### src/rtl/time_display_scan.sv
// Six-digit multiplexed 7-segment scanner for the BCD time-entry path.
// Optional LEADING_ZERO_BLANK_EN blanks a leading zero in the hour tens digit.
module time_display_scan #(
    parameter int unsigned SCAN_DIV     = 1000,
    parameter int unsigned BLINK_FRAMES = 50
) (
    input  logic       clk,
    input  logic       rst,
    input  logic [3:0] hour_ten_in,
    input  logic [3:0] hour_one_in,
    input  logic [3:0] min_ten_in,
    input  logic [3:0] min_one_in,
    input  logic [3:0] sec_ten_in,
    input  logic [3:0] sec_one_in,
    input  logic [1:0] edit_field,
    output logic [7:0] seg_data,
    output logic [5:0] seg_com,
    output logic       frame_tick
);

    localparam int unsigned DIV_W = (SCAN_DIV > 1) ? $clog2(SCAN_DIV) : 1;
    localparam int unsigned FRM_W = (BLINK_FRAMES > 1) ? $clog2(BLINK_FRAMES) : 1;
    localparam int unsigned IDX_W = 3;

    logic [DIV_W-1:0]  div_q;
    logic [IDX_W-1:0]  idx_q;
    logic [5:0][3:0]   snap_q;
    logic [1:0]        snap_field_q;
    logic [FRM_W-1:0]  frame_q;
    logic              blink_q;

    logic              div_done_c;
    logic              frame_done_c;
    logic [3:0]        digit_c;
    logic [1:0]        idx_field_c;
    logic              blank_c;
    logic [7:0]        seg_data_c;
    logic [5:0]        seg_com_c;

    function automatic logic [6:0] seg_decode(input logic [3:0] v);
        logic [6:0] s;
        case (v)
            4'd0:    s = 7'h3F;
            4'd1:    s = 7'h06;
            4'd2:    s = 7'h5B;
            4'd3:    s = 7'h4F;
            4'd4:    s = 7'h66;
            4'd5:    s = 7'h6D;
            4'd6:    s = 7'h7D;
            4'd7:    s = 7'h27;
            4'd8:    s = 7'h7F;
            4'd9:    s = 7'h6F;
            default: s = 7'h40;
        endcase
        return s;
    endfunction

    assign div_done_c   = (div_q == DIV_W'(SCAN_DIV - 1));
    assign frame_done_c = div_done_c && (idx_q == IDX_W'(5));

    // Segment pattern for the digit currently selected by idx_q.
    always_comb begin
        digit_c     = snap_q[0];
        seg_data_c  = 8'h00;
        idx_field_c = 2'(idx_q[2:1]) + 2'd1;
        case (idx_q)
            3'd1:    digit_c = snap_q[1];
            3'd2:    digit_c = snap_q[2];
            3'd3:    digit_c = snap_q[3];
            3'd4:    digit_c = snap_q[4];
            3'd5:    digit_c = snap_q[5];
            default: digit_c = snap_q[0];
        endcase
        blank_c = blink_q && (snap_field_q != 2'd0) && (snap_field_q == idx_field_c);
`ifdef LEADING_ZERO_BLANK_EN
        if (idx_q == IDX_W'(0) && digit_c == 4'd0) begin
            blank_c = 1'b1;
        end
`endif
        seg_data_c[6:0] = blank_c ? 7'h00 : seg_decode(digit_c);
        // Colon dots are never blinked.
        seg_data_c[7]   = (idx_q == IDX_W'(1)) || (idx_q == IDX_W'(3));
        seg_com_c       = ~(6'b00_0001 << idx_q);
    end

    always_ff @(posedge clk) begin
        if (rst) begin
            div_q        <= '0;
            idx_q        <= '0;
            snap_q       <= '0;
            snap_field_q <= 2'd0;
            frame_q      <= '0;
            blink_q      <= 1'b0;
            seg_com      <= 6'b11_1111;
            seg_data     <= 8'h00;
            frame_tick   <= 1'b0;
        end else begin
            div_q      <= div_done_c ? '0 : div_q + DIV_W'(1);
            frame_tick <= frame_done_c;
            seg_com    <= seg_com_c;
            seg_data   <= seg_data_c;
            if (div_done_c) begin
                idx_q <= frame_done_c ? '0 : idx_q + IDX_W'(1);
            end
            // Snapshot at the frame boundary so a frame never tears.
            if (frame_done_c) begin
                snap_q       <= {sec_one_in, sec_ten_in, min_one_in,
                                 min_ten_in, hour_one_in, hour_ten_in};
                snap_field_q <= edit_field;
                if (frame_q == FRM_W'(BLINK_FRAMES - 1)) begin
                    frame_q <= '0;
                    blink_q <= ~blink_q;
                end else begin
                    frame_q <= frame_q + FRM_W'(1);
                end
            end
        end
    end

endmodule
### config.mk
export PLATFORM = sky130hd
export DESIGN_NAME = time_display_scan
export DESIGN_NICKNAME = d
export VERILOG_FILES = /design/src/rtl/time_display_scan.sv
export SDC_FILE = /design/constraint.sdc
export NUM_CORES = 1
export LEC_CHECK = 0
export ABC_CLOCK_PERIOD_IN_PS = 2330
export BUFFER_PORTS_ARGS = -buffer_cell sky130_fd_sc_hd__buf_2
export CORE_UTILIZATION = 50
export DETAILED_ROUTE_END_ITERATION = 6
export PLACE_DENSITY = 0.83
export SLEW_MARGIN = 30
export SYNTH_ARGS = -nofsm -noshare
export SYNTH_HDL_FRONTEND = slang
export SYNTH_SLANG_ARGS = --single-unit
### constraint.sdc
create_clock -name clk -period 2.33 [get_ports clk]
set_clock_uncertainty 0.2 [all_clocks]
set_input_delay 0.1165 -clock clk [delete_from_list [all_inputs] [get_ports clk]]
set_output_delay 0.1165 -clock clk [all_outputs]
set_load 0.005 [all_outputs]
==> impl_metrics.yaml, run 1 <==
run_status:
  outcome: "complete, no violations"
finish:
  final_cell_area_um2: 3633
  final_core_util_pct: 70.25
  multi_input_area_um2: 1470
  syn2layout_area_growth_pct: 33.52
  antenna_cells: 0
  stdcell_count: 471
  register_area_um2: 1226
  drive_above_1_share_pct: 28.43
  nNetsFinal: 439
  n_fill_cell: 347
yosys:
  synthAdderAreaFrac_pct: 6.437
  synth_nets: 353
  syn_avg_cell_area_um2: 8.750
  synth-xor-area-share_pct: 5.149
  synthSimpleGateAreaFrac_pct: 22.80
  netlist_instances: 311
  synth_compound_area_share_pct: 13.29
  synthArstFlopShare_pct: 0
  synthMuxAreaShare_pct: 1.931
  syn_area_um2: 2721
  ys_seq_area_share_pct: 44.87
  synth_top_family_by_area: "simple AND/OR/NAND/NOR gates"
  yosys_warnings: 0
  ys.flop_type: "dfxtp_1"
  synth_edf_count: 0
  ys_ff_latch: 61
  synth_cell_type_count: 44
worst_hold_path:
  worstHoldStart: "snap_q[3]"
  hold_path.class: "reg -> reg"
  whs_endpoint: "snap_q[3]"
  holdPathStages: 2
global_routing:
  grtUsageMet2_pct: 41.89
  grt_pass1_wl_um: 10790
  busiest_layer: "met2"
  grt.total_usage_pct: 25.59
  use_met3_pct: 5.291
  grt_max_degree: 20
  antenna_found_initial: 0
  grt_remaining_overflow: 0
  grtUsageMet1_pct: 30.31
  grt_pass1_vias: 2395
critical_path:
  timing.rr.start: "idx_q[1]"
  slowest_delay_ps: 360
  critPathLaunch: "idx_q[1]"
  worstReg2RegEnd: "seg_data[4]"
  cp-end-kind: "flip-flop"
  required_ps: 2360
  path_class: "reg -> reg"
  rrSetupSlack_ps: 60
  path_delay_family: "compound AO/OA/AOI/OAI gates"
  crit_slowest_cell: "dfxtp_4"
  worstPathArrival_ps: 2300
  crit_fanout: 6
  start_kind: "flip-flop"
  r2r_cells: 13
  crit_chain: "inv_2 -> ha_4 -> buf_6 -> inv_1 -> o21ai_0 -> a32o_1 -> a21oi_2 -> inv_2 -> ha_2 -> inv_1 -> a31o_2 -> a21oi_2 -> o21ba_2"
  critPathBufInv: 5
drt:
  routedWlPerCell_um: 15.55
  vias_per_cell: 5.544
  firstDrtPassIters: 5
  via_count: 2611
  drt_iter0_markers: 186
  final_antenna_net_count: 0
  drc: 0
  drt_wl_total_um: 7325
clock_tree:
  cts_buffers: 9
  cts.sinks: 61
  htree_levels: 3
  path_clk_slew_ps: 70
  root_buffer: "clkbuf_8"
  cts_buffer_depth: 2
  cts_tree: "built"
  clock_latency_ps: 350
sta:
  timing.final.crit_share_pct: 97.40
  tightest_slew_ps: 354.1
  setup_violations: 0
  fmax_mhz: 440.7
  maxSlewHeadroom_pct: 76.06
  period_needed_ps: 2269
  finalHoldViolCount: 0
  final_max_slew_viol_count: 0
  whs_ps: 257.2
die:
  fp-row-count: 26
  fp.dieW_um: 75.78
  core_um2: 5172
  start_util_pct: 52.61
  io_pins: 43
  fp.dieArea_um2: 5742
  die_h_um: 75.78
placement:
  place_congestion: 0.8169
  io_buffers: 42
  placed_cell_area_um2: 3059
  hpwl_um: 4182
  dp_cells: 425
flow_run:
  maxCapViolations: 0
power_and_ir_drop:
  peakVddDrop_mv: 0.2773
  total_power_uw: 1958
  power_density_nw_per_um2: 538.8
  power.leakage_uw: 0.001421
==> synth_stat cells (2+ instances only) <==
master	n	area (µm²)
xor2_1	7	61.31
buf_6	4	45.04
o22ai_1	2	12.51
inv_1	11	41.29
ha_1	14	175.2
buf_4	4	30.03
or2_2	3	18.77
clkbuf_1	5	18.77
a22oi_1	2	15.01
and3_1	5	31.28
nand3_1	5	25.02
a21oi_1	37	185.2
nor2_1	13	48.80
nand3b_1	2	15.01
nand2_2	2	12.51
a32o_1	2	20.02
dfxtp_1	61	1221
nor4b_1	2	17.52
mux2i_1	3	30.03
nor3b_1	2	15.01
nand2_1	68	255.2
o21ai_0	4	20.02
nor2_2	2	12.51
xnor2_1	9	78.83
buf_2	3	15.01
nor3_1	9	45.04
o32ai_1	2	17.52
a32oi_1	2	17.52
nand4_1	4	25.02
a31o_2	2	17.52
mux2_2	2	22.52
nand2b_1	6	37.54
==> worst max path at each step <==
stage,endpoint,cells past startpoint
final,seg_data[4],13
after floorplan,seg_data[4],12
after global placement,seg_data[4],10
after CTS,seg_data[0],9
after global routing,seg_data[0],8
after detailed placement,seg_data[4],13
==> power breakdown <==
| part | total [µW] | switching, µW | internal [µW] |
|---|---|---|---|
| combinational | 103 | 40.5 | 62.3 |
| clock | 798 | 392 | 406 |
| sequential | 1060 | 4.16 | 1050 |
| total | 1960 | 436 | 1520 |
==> flip-flops by register name, indices dropped and copies added (netlist names) <==
signal / count
blink_q: 1
div_q: 10
frame_q: 6
frame_tick: 1
idx_q: 3
seg_com: 6
seg_data: 8
snap_field_q: 2
snap_q: 24
==> worst register-to-register path, cell delays in order, from the launching register on <==
cell	delay, ps
dfxtp_4	360
inv_2	50
ha_4	180
buf_6	140
inv_1	50
o21ai_0	60
a32o_1	230
a21oi_2	180
inv_2	80
ha_2	190
inv_1	50
a31o_2	150
a21oi_2	40
o21ba_2	190
==> through the flow <==
| stage | setup slack (ps) | TNS (ps) |
|---|---|---|
| final | 60.67 | 0 |
| after global routing | -29.66 | -63.77 |
| after CTS | 27.83 | 0 |
| after detailed placement | 22.08 | 0 |
| after global placement | 91.12 | 0 |
| after floorplan | 1.144 | 0 |
==> cell usage in the layout, fill, tap and decap left out, types with 3 or more instances in the layout <==
master / instances
ha_2: 3
nand2_2: 3
nand2b_1: 5
buf_4: 21
nor3_1: 9
nand4_1: 4
a21oi_2: 4
nand3_1: 5
buf_2: 42
xnor2_1: 9
dfxtp_1: 59
xor2_1: 7
a21oi_1: 34
or2_2: 3
clkbuf_1: 3
nor2_1: 13
clkbuf_8: 10
nand2_1: 67
o21ai_0: 3
inv_1: 9
and3_1: 4
ha_1: 9
dlygate4sd3_1: 27
==> area by class of cell <==
class | count | share of cell area [%]
multi-input combinational | 223 | 40.46
inverter | 11 | 1.136
sequential | 61 | 33.75
tap | 70 | 2.410
timing repair buffer | 91 | 17.87
clock buffer | 13 | 4.098
clock inverter | 2 | 0.2755
==> layer usage <==
metal	share of wire [%]	wire length (µm)	vias up
met3	5.2	379	33
met2	49	3617	111
li1	-	-	1230
met5	0	0	-
met4	3.9	286	0
met1	42	3042	1237
==> logic make-up (layout without fill, tap and decap cells) <==
group,count (synthesis),in the layout
flip-flops,61,61
adder cells (fa/ha/maj),14,14
AND/OR/NAND/NOR,128,128
AO/OA/AOI/OAI,60,60
XOR/XNOR,16,16
multiplexers,5,5
buffers and inverters,27,117
==> what timing repair did <==
| item | 4_1_cts | 5_1_grt |
|---|---|---|
| setup buffers | 1 | 3 |
| hold buffers | 27 | 0 |
| endpoints found under the setup margin | 3 | 9 |
| resized for setup | 8 | 16 |
| endpoints found under the hold margin | 37 | 0 |
| pin swaps | 2 | 7 |
No activity file was read; power rests on OpenSTA's default activity.
==> run 2, diff against run 1 <==
--- a/config.mk
+++ b/config.mk
@@ -5,11 +5,13 @@
 export SDC_FILE = /design/constraint.sdc
 export NUM_CORES = 1
 export LEC_CHECK = 0
+export ABC_AREA = 1
 export ABC_CLOCK_PERIOD_IN_PS = 2330
 export BUFFER_PORTS_ARGS = -buffer_cell sky130_fd_sc_hd__buf_2
+export CORE_ASPECT_RATIO = 0.9
 export CORE_UTILIZATION = 50
 export DETAILED_ROUTE_END_ITERATION = 6
-export PLACE_DENSITY = 0.83
+export PLACE_DENSITY = 0.82
 export SLEW_MARGIN = 30
 export SYNTH_ARGS = -nofsm -noshare
 export SYNTH_HDL_FRONTEND = slang
==> constraint.sdc (replaced) <==
create_clock -name clk -period 2.33 [get_ports clk]
set_clock_uncertainty 0.2 [all_clocks]
set_input_delay 0.1165 -clock clk [delete_from_list [all_inputs] [get_ports clk]]
set_output_delay 0.1165 -clock clk [all_outputs]
set_load 0.1 [all_outputs]
==> impl_metrics.yaml, run 2 <==
yosys:
  synthAdderAreaFrac_pct: 6.050
  ys.flop_type: "dfxtp_1"
  syn_avg_cell_area_um2: 7.405
  netlist.area_leader.share_pct: 42.18
  synth_cell_type_count: 33
  netlist_instances: 391
  post-synth-top-area-cell: "dfxtp_1"
  synth_edf_count: 0
  netlist_top_cells_area: "dfxtp_1 (42%), nand2_1 (9.7%), nor2_1 (8.3%)"
  yosys_warnings: 0
  synth_compound_area_share_pct: 8.902
  ys_ff_latch: 61
  ys_seq_area_share_pct: 42.18
  synthSimpleGateAreaFrac_pct: 34.01
  synth_top_family_by_area: "simple AND/OR/NAND/NOR gates"
  synth_most_common_cell: "nand2_1"
  synth-xor-area-share_pct: 1.210
  synth_nets: 433
  synth_commonest_cells: "nand2_1 (75), nor2_1 (64), dfxtp_1 (61), inv_1 (36), nand3_1 (35)"
  synthArstFlopShare_pct: 0
  syn_area_um2: 2895
  synthMuxAreaShare_pct: 0
critical_path:
  worstPathArrival_ps: 2220
  path_class: "reg -> reg"
  start_kind: "flip-flop"
  worstReg2RegEnd: "seg_data[3]"
  cp-end-kind: "flip-flop"
  required_ps: 2380
  crit_fanout: 4
  timing.rr.start: "idx_q[0]"
  r2r_cells: 13
  rrSetupSlack_ps: 160
die:
  io_pins: 43
  core_um2: 5411
  fp-row-count: 25
  fp.dieArea_um2: 6099
  fp.dieW_um: 82.21
  start_util_pct: 53.50
  die_h_um: 74.19
power_and_ir_drop:
  comb_power_share_pct: 7.1
  power_density_nw_per_um2: 583.8
  peakVddDrop_mv: 0.4430
  p_seq_share_pct: 49.0
  power.leakage_uw: 0.001646
  p_int_uw: 1656
  p_clk_share_pct: 43.9
  switching_share_pct: 23.29
  p_switching_uw: 502.7
sta:
  finalHoldViolCount: 0
  rsz0062_at_grt: "no"
  period_needed_ps: 2170
  setup_violations: 0
  fmax_mhz: 460.9
  final_max_slew_viol_count: 0
  maxSlewHeadroom_pct: 66.96
  timing.final.crit_share_pct: 93.12
  tightest_slew_ps: 495.1
  finalSetupTns_ps: 0
clock_tree:
  cts_buffers: 9
  htree_levels: 3
  root_buffer: "clkbuf_8"
  path_clk_slew_ps: 70
  cts_buffer_depth: 2
  cts_tree: "built"
  clock_latency_ps: 350
  postCtsSetupBuffers: 0
  cts.sinks: 61
placement:
  dp_cells: 496
  hpwl_um: 4441
  placed_cell_area_um2: 3179
  io_buffers: 42
  place_congestion: 0.8706
worst_hold_path:
  hold_path.class: "reg -> reg"
  holdPathStages: 1
  whs_endpoint: "div_q[0]"
  worstHoldStart: "div_q[0]"
finish:
  stdcell_count: 538
  final_cell_mix: "nand2_1 (75), nor2_1 (62), dfxtp_1 (58)"
  antenna_cells: 0
  largestRegisters: "snap_q (24), div_q (10), seg_data (8)"
  final_cell_area_um2: 3697
  largest-register: "snap_q"
  drive_above_1_share_pct: 23.57
  syn2layout_area_growth_pct: 27.70
  nNetsFinal: 509
  largest_reg_flops: 24
  mostFrequentLayoutCell: "nand2_1"
global_routing:
  grt.total_usage_pct: 23.30
  antenna_found_initial: 0
  grt_pass1_wl_um: 10570
  grt_max_degree: 27
  grt_pass1_vias: 2462
  grt_remaining_overflow: 0
drt:
  via_count: 2698
  drc: 0
  firstDrtPassIters: 4
  vias_per_cell: 5.015
  routedWlPerCell_um: 12.21
  drt_iter0_markers: 168
  drt_wl_total_um: 6569
  final_antenna_net_count: 0
run_status:
  outcome: "complete, no violations"
flow_run:
  maxCapViolations: 0
==> run 2: cell types whose count changed after synthesis, moves of 6 or more <==
cell and change:
inv_1 +25, nand2b_1 -6, nor2_1 +51, inv_2 +8, xnor2_1 -8, o21ai_0 +21, a21oi_1 -18, nor3_1 -7
nand2_4 +7, nand2_2 +6, nand3_1 +30, nand2_1 +7
==> run 2: power by group through the flow <==
stage	registers, µW	clock network [µW]	logic [µW]
2_1_floorplan	1130	0	33.2
3_3_place_gp	1080	0	116
5_1_grt	1060	1020	165
6_report	1060	947	154
4_1_cts	1060	971	152
3_5_place_dp	1080	0	117
==> run 2: cell type report <==
cell class,instances,area (µm²)
fillers,444,1714
clock inverters,4,47.55
well taps,67,83.83
multi-input cells,275,1493
clock buffers,11,151.4
inverters,46,176.4
repair buffers,74,518.0
flip-flops and latches,61,1227
==> run 2: how the worst max path moves through the flow <==
stage,from,to,cells after the start
4_1_cts,idx_q[1],snap_q[5],9
3_3_place_gp,idx_q[1],snap_q[6],9
2_1_floorplan,idx_q[1],seg_data[4],17
5_1_grt,idx_q[0],seg_data[4],16
6_report,idx_q[0],seg_data[3],13
3_5_place_dp,idx_q[1],seg_data[4],15
==> run 2: timing repair <==
item | in CTS | in global routing
pin swaps | 0 | 1
hold buffers | 27 | 0
endpoints found under the hold margin | 35 | 0
endpoints found under the setup margin | 1 | 23
gates resized for setup | 1 | 15
cloned | 0 | 0
==> run 2: critical path, cell delays in order, from the launching register on <==
cell	delay [ps]
dfxtp_2	390
inv_2	80
ha_2	210
nand2_2	90
nor2_1	50
nor2_1	120
nand3_1	120
nand2_2	140
inv_1	70
ha_1	270
nand3_1	80
nand2_1	60
nor2_1	150
nor2_2	50
==> run 2: per-layer routing <==
metal / vias up / global-route usage [%] / part of all wire (%)
li1: 1395 / - / -
met3: 15 / 9.202 / 5.8
met5: - / 0 / 0
met1: 1204 / 28.00 / 46
met2: 84 / 37.37 / 46
met4: 0 / 9.162 / 1.8
==> run 2: logic make-up (layout without fill, tap and decap cells) <==
kind of cell / after synthesis / after routing
AO/OA/AOI/OAI: 48 / 48
XOR/XNOR: 4 / 4
adder cells (fa/ha/maj): 14 / 14
buffers and inverters: 55 / 135
flip-flops: 61 / 61
AND/OR/NAND/NOR: 209 / 209
==> run 2: metrics by stage <==
| stage | hold slack (ps) | setup WS [ps] | utilization (%) | power (µW) |
|---|---|---|---|---|
| 6_report | 270.7 | 160.2 | 68.32 | 2159 |
| 5_1_grt | 286.0 | 8.767 | 68.32 | 2240 |
| 4_1_cts | 271.2 | 17.31 | 67.47 | 2182 |
| 3_5_place_dp | 118.3 | 2.042 | 58.75 | 1199 |
| 3_3_place_gp | 126.5 | 146.3 | 58.75 | 1198 |
| 2_1_floorplan | 26.96 | 176.8 | - | 1163 |
==> run 3, diff against run 2 <==
--- a/config.mk
+++ b/config.mk
@@ -6,12 +6,13 @@
 export NUM_CORES = 1
 export LEC_CHECK = 0
 export ABC_AREA = 1
-export ABC_CLOCK_PERIOD_IN_PS = 2330
+export ABC_CLOCK_PERIOD_IN_PS = 2500
 export BUFFER_PORTS_ARGS = -buffer_cell sky130_fd_sc_hd__buf_2
 export CORE_ASPECT_RATIO = 0.9
 export CORE_UTILIZATION = 50
 export DETAILED_ROUTE_END_ITERATION = 6
-export PLACE_DENSITY = 0.82
+export PLACE_DENSITY = 0.79
+export RECOVER_POWER = 100
 export SLEW_MARGIN = 30
 export SYNTH_ARGS = -nofsm -noshare
 export SYNTH_HDL_FRONTEND = slang
==> constraint.sdc (replaced) <==
create_clock -name clk -period 2.5 [get_ports clk]
set_clock_uncertainty 0.2 [all_clocks]
set_input_delay 0.125 -clock clk [delete_from_list [all_inputs] [get_ports clk]]
set_output_delay 0.125 -clock clk [all_outputs]
set_load 0.1 [all_outputs]
==> impl_metrics.yaml, run 3 (synthesis results as in run 2) <==
placement:
  hpwl_um: 4445
  pre_cts_slack_ps: 125.4
  io_buffers: 42
  place_congestion: 0.8914
finish:
  largest-register: "snap_q"
  largestRegisters: "snap_q (24), div_q (10), seg_data (8)"
  drive_above_1_share_pct: 16.99
  syn2layout_area_growth_pct: 24.59
  final_cell_mix: "nand2_1 (77), nor2_1 (63), dfxtp_1 (60)"
  largest_reg_flops: 24
  mostFrequentLayoutCell: "nand2_1"
  n_fill_cell: 478
  antenna_cells: 0
  nNetsFinal: 508
die:
  io_pins: 43
  fp-row-count: 25
  core_um2: 5411
  die_h_um: 74.19
  fp.dieW_um: 82.21
  start_util_pct: 53.50
  fp.dieArea_um2: 6099
clock_tree:
  root_buffer: "clkbuf_8"
  cts.sinks: 61
  cts_tree: "built"
  cts_buffer_depth: 2
  cts_buffers: 9
  clock_latency_ps: 340
  postCtsSetupBuffers: 0
  htree_levels: 3
  path_clk_slew_ps: 70
critical_path:
  rrSetupSlack_ps: 210
  crit_slowest_cell: "nor3_1"
  crit_path_frequent_cell: "nand2_1"
  required_ps: 2540
  path_class: "reg -> reg"
  worstPathArrival_ps: 2330
  slowest_delay_ps: 720
  start_kind: "flip-flop"
  cp-end-kind: "flip-flop"
  crit_fanout: 8
  crit_chain: "ha_1 -> nand2_1 -> nor3_1 -> nand2_4 -> nor2_1 -> nand2_1 -> nand2_1 -> nor2_1"
sta:
  timing.final.crit_share_pct: 91.69
  setup_violations: 0
  rsz0062_at_grt: "no"
  tightest_slew_ps: 1210
  fmax_mhz: 436.3
  final_max_slew_viol_count: 0
  period_needed_ps: 2292
  maxSlewHeadroom_pct: 19.65
  finalHoldViolCount: 0
  setup_ws_ps: 207.8
  finalSetupTns_ps: 0
  whs_ps: 252.1
power_and_ir_drop:
  power.leakage_uw: 0.001571
  peakVddDrop_mv: 0.5548
  power_density_nw_per_um2: 564.2
drt:
  firstDrtPassIters: 4
  routedWlPerCell_um: 11.99
  via_count: 2688
  drt_iter0_markers: 105
  vias_per_cell: 4.996
  drc: 0
  final_antenna_net_count: 0
  drt_wl_total_um: 6448
global_routing:
  grtUsageMet2_pct: 39.39
  grt_pass1_vias: 2525
  antenna_found_initial: 0
  grt_max_degree: 27
  grtUsageMet1_pct: 28.83
  use_met3_pct: 8.589
  busiest_layer: "met2"
  grt_pass1_wl_um: 10900
  grt.total_usage_pct: 24.07
  grt_remaining_overflow: 0
worst_hold_path:
  hold_path.class: "reg -> reg"
run_status:
  outcome: "complete, no violations"
flow_run:
  maxCapViolations: 0
[run 3: cell types whose count changed in the layout (fill, tap and decap cells not counted), sizes merged]
cell    previous run  this run
clkinv             4         3
buf               47        30
clkbuf            11        29
[run 3: per-stage QoR]
step | util (%) | area [µm²] | std cells | power [µW]
after global placement | 58.61 | 3172 | 495 | 1117
after floorplan | - | 2895 | 391 | 1084
final | 66.66 | 3607 | 538 | 2035
after CTS | 67.51 | 3654 | 538 | 2053
after detailed placement | 58.61 | 3172 | 495 | 1118
after global routing | 66.66 | 3607 | 538 | 2107
[run 3: final timing paths]
| check | startpoint | endpoint | cells past startpoint |
|---|---|---|---|
| setup / recovery | div_q[0] | blink_q | 8 |
| hold / removal | snap_q[10] | snap_q[10] | 2 |
| setup reg to reg | div_q[0] | blink_q | 8 |
| hold reg to reg | snap_q[10] | snap_q[10] | 2 |
[run 3: worst max-delay path, delay by kind of cell, from the launching register on]
family / cells / cell delay [ps]
AND/OR/NAND/NOR: 7 / 1410
flip-flops: 1 / 370
adder cells (fa/ha/maj): 1 / 220
[run 3: power by group]
part           internal [µW]  switching [µW]
clock network            540             367
registers                982            4.93
logic                   55.6            85.9
[run 3: final cells by class]
type                            instances  area (µm²)  area share [%]
Multi-Input combinational cell        275        1425           39.51
Sequential cell                        61        1222           33.89
Timing Repair Buffer                   73       490.5           13.60
Inverter                               46       173.9           4.821
Clock buffer                           13       168.9           4.683
Tap cell                               67       83.83           2.324
Clock inverter                          3       42.54           1.179
[run 3: per-layer routing]
| layer | routed length (µm) | up-vias |
|---|---|---|
| li1 | - | 1390 |
| met1 | 2939 | 1208 |
| met2 | 2948 | 74 |
| met3 | 404 | 16 |
| met4 | 157 | 0 |
| met5 | 0 | - |
[run 3: timing repair]
action / in CTS / in global routing
hold buffers: 27 / 0
hold endpoints to repair: 34 / 0
setup endpoints to repair: 0 / 4
gates resized for setup: 0 / 4
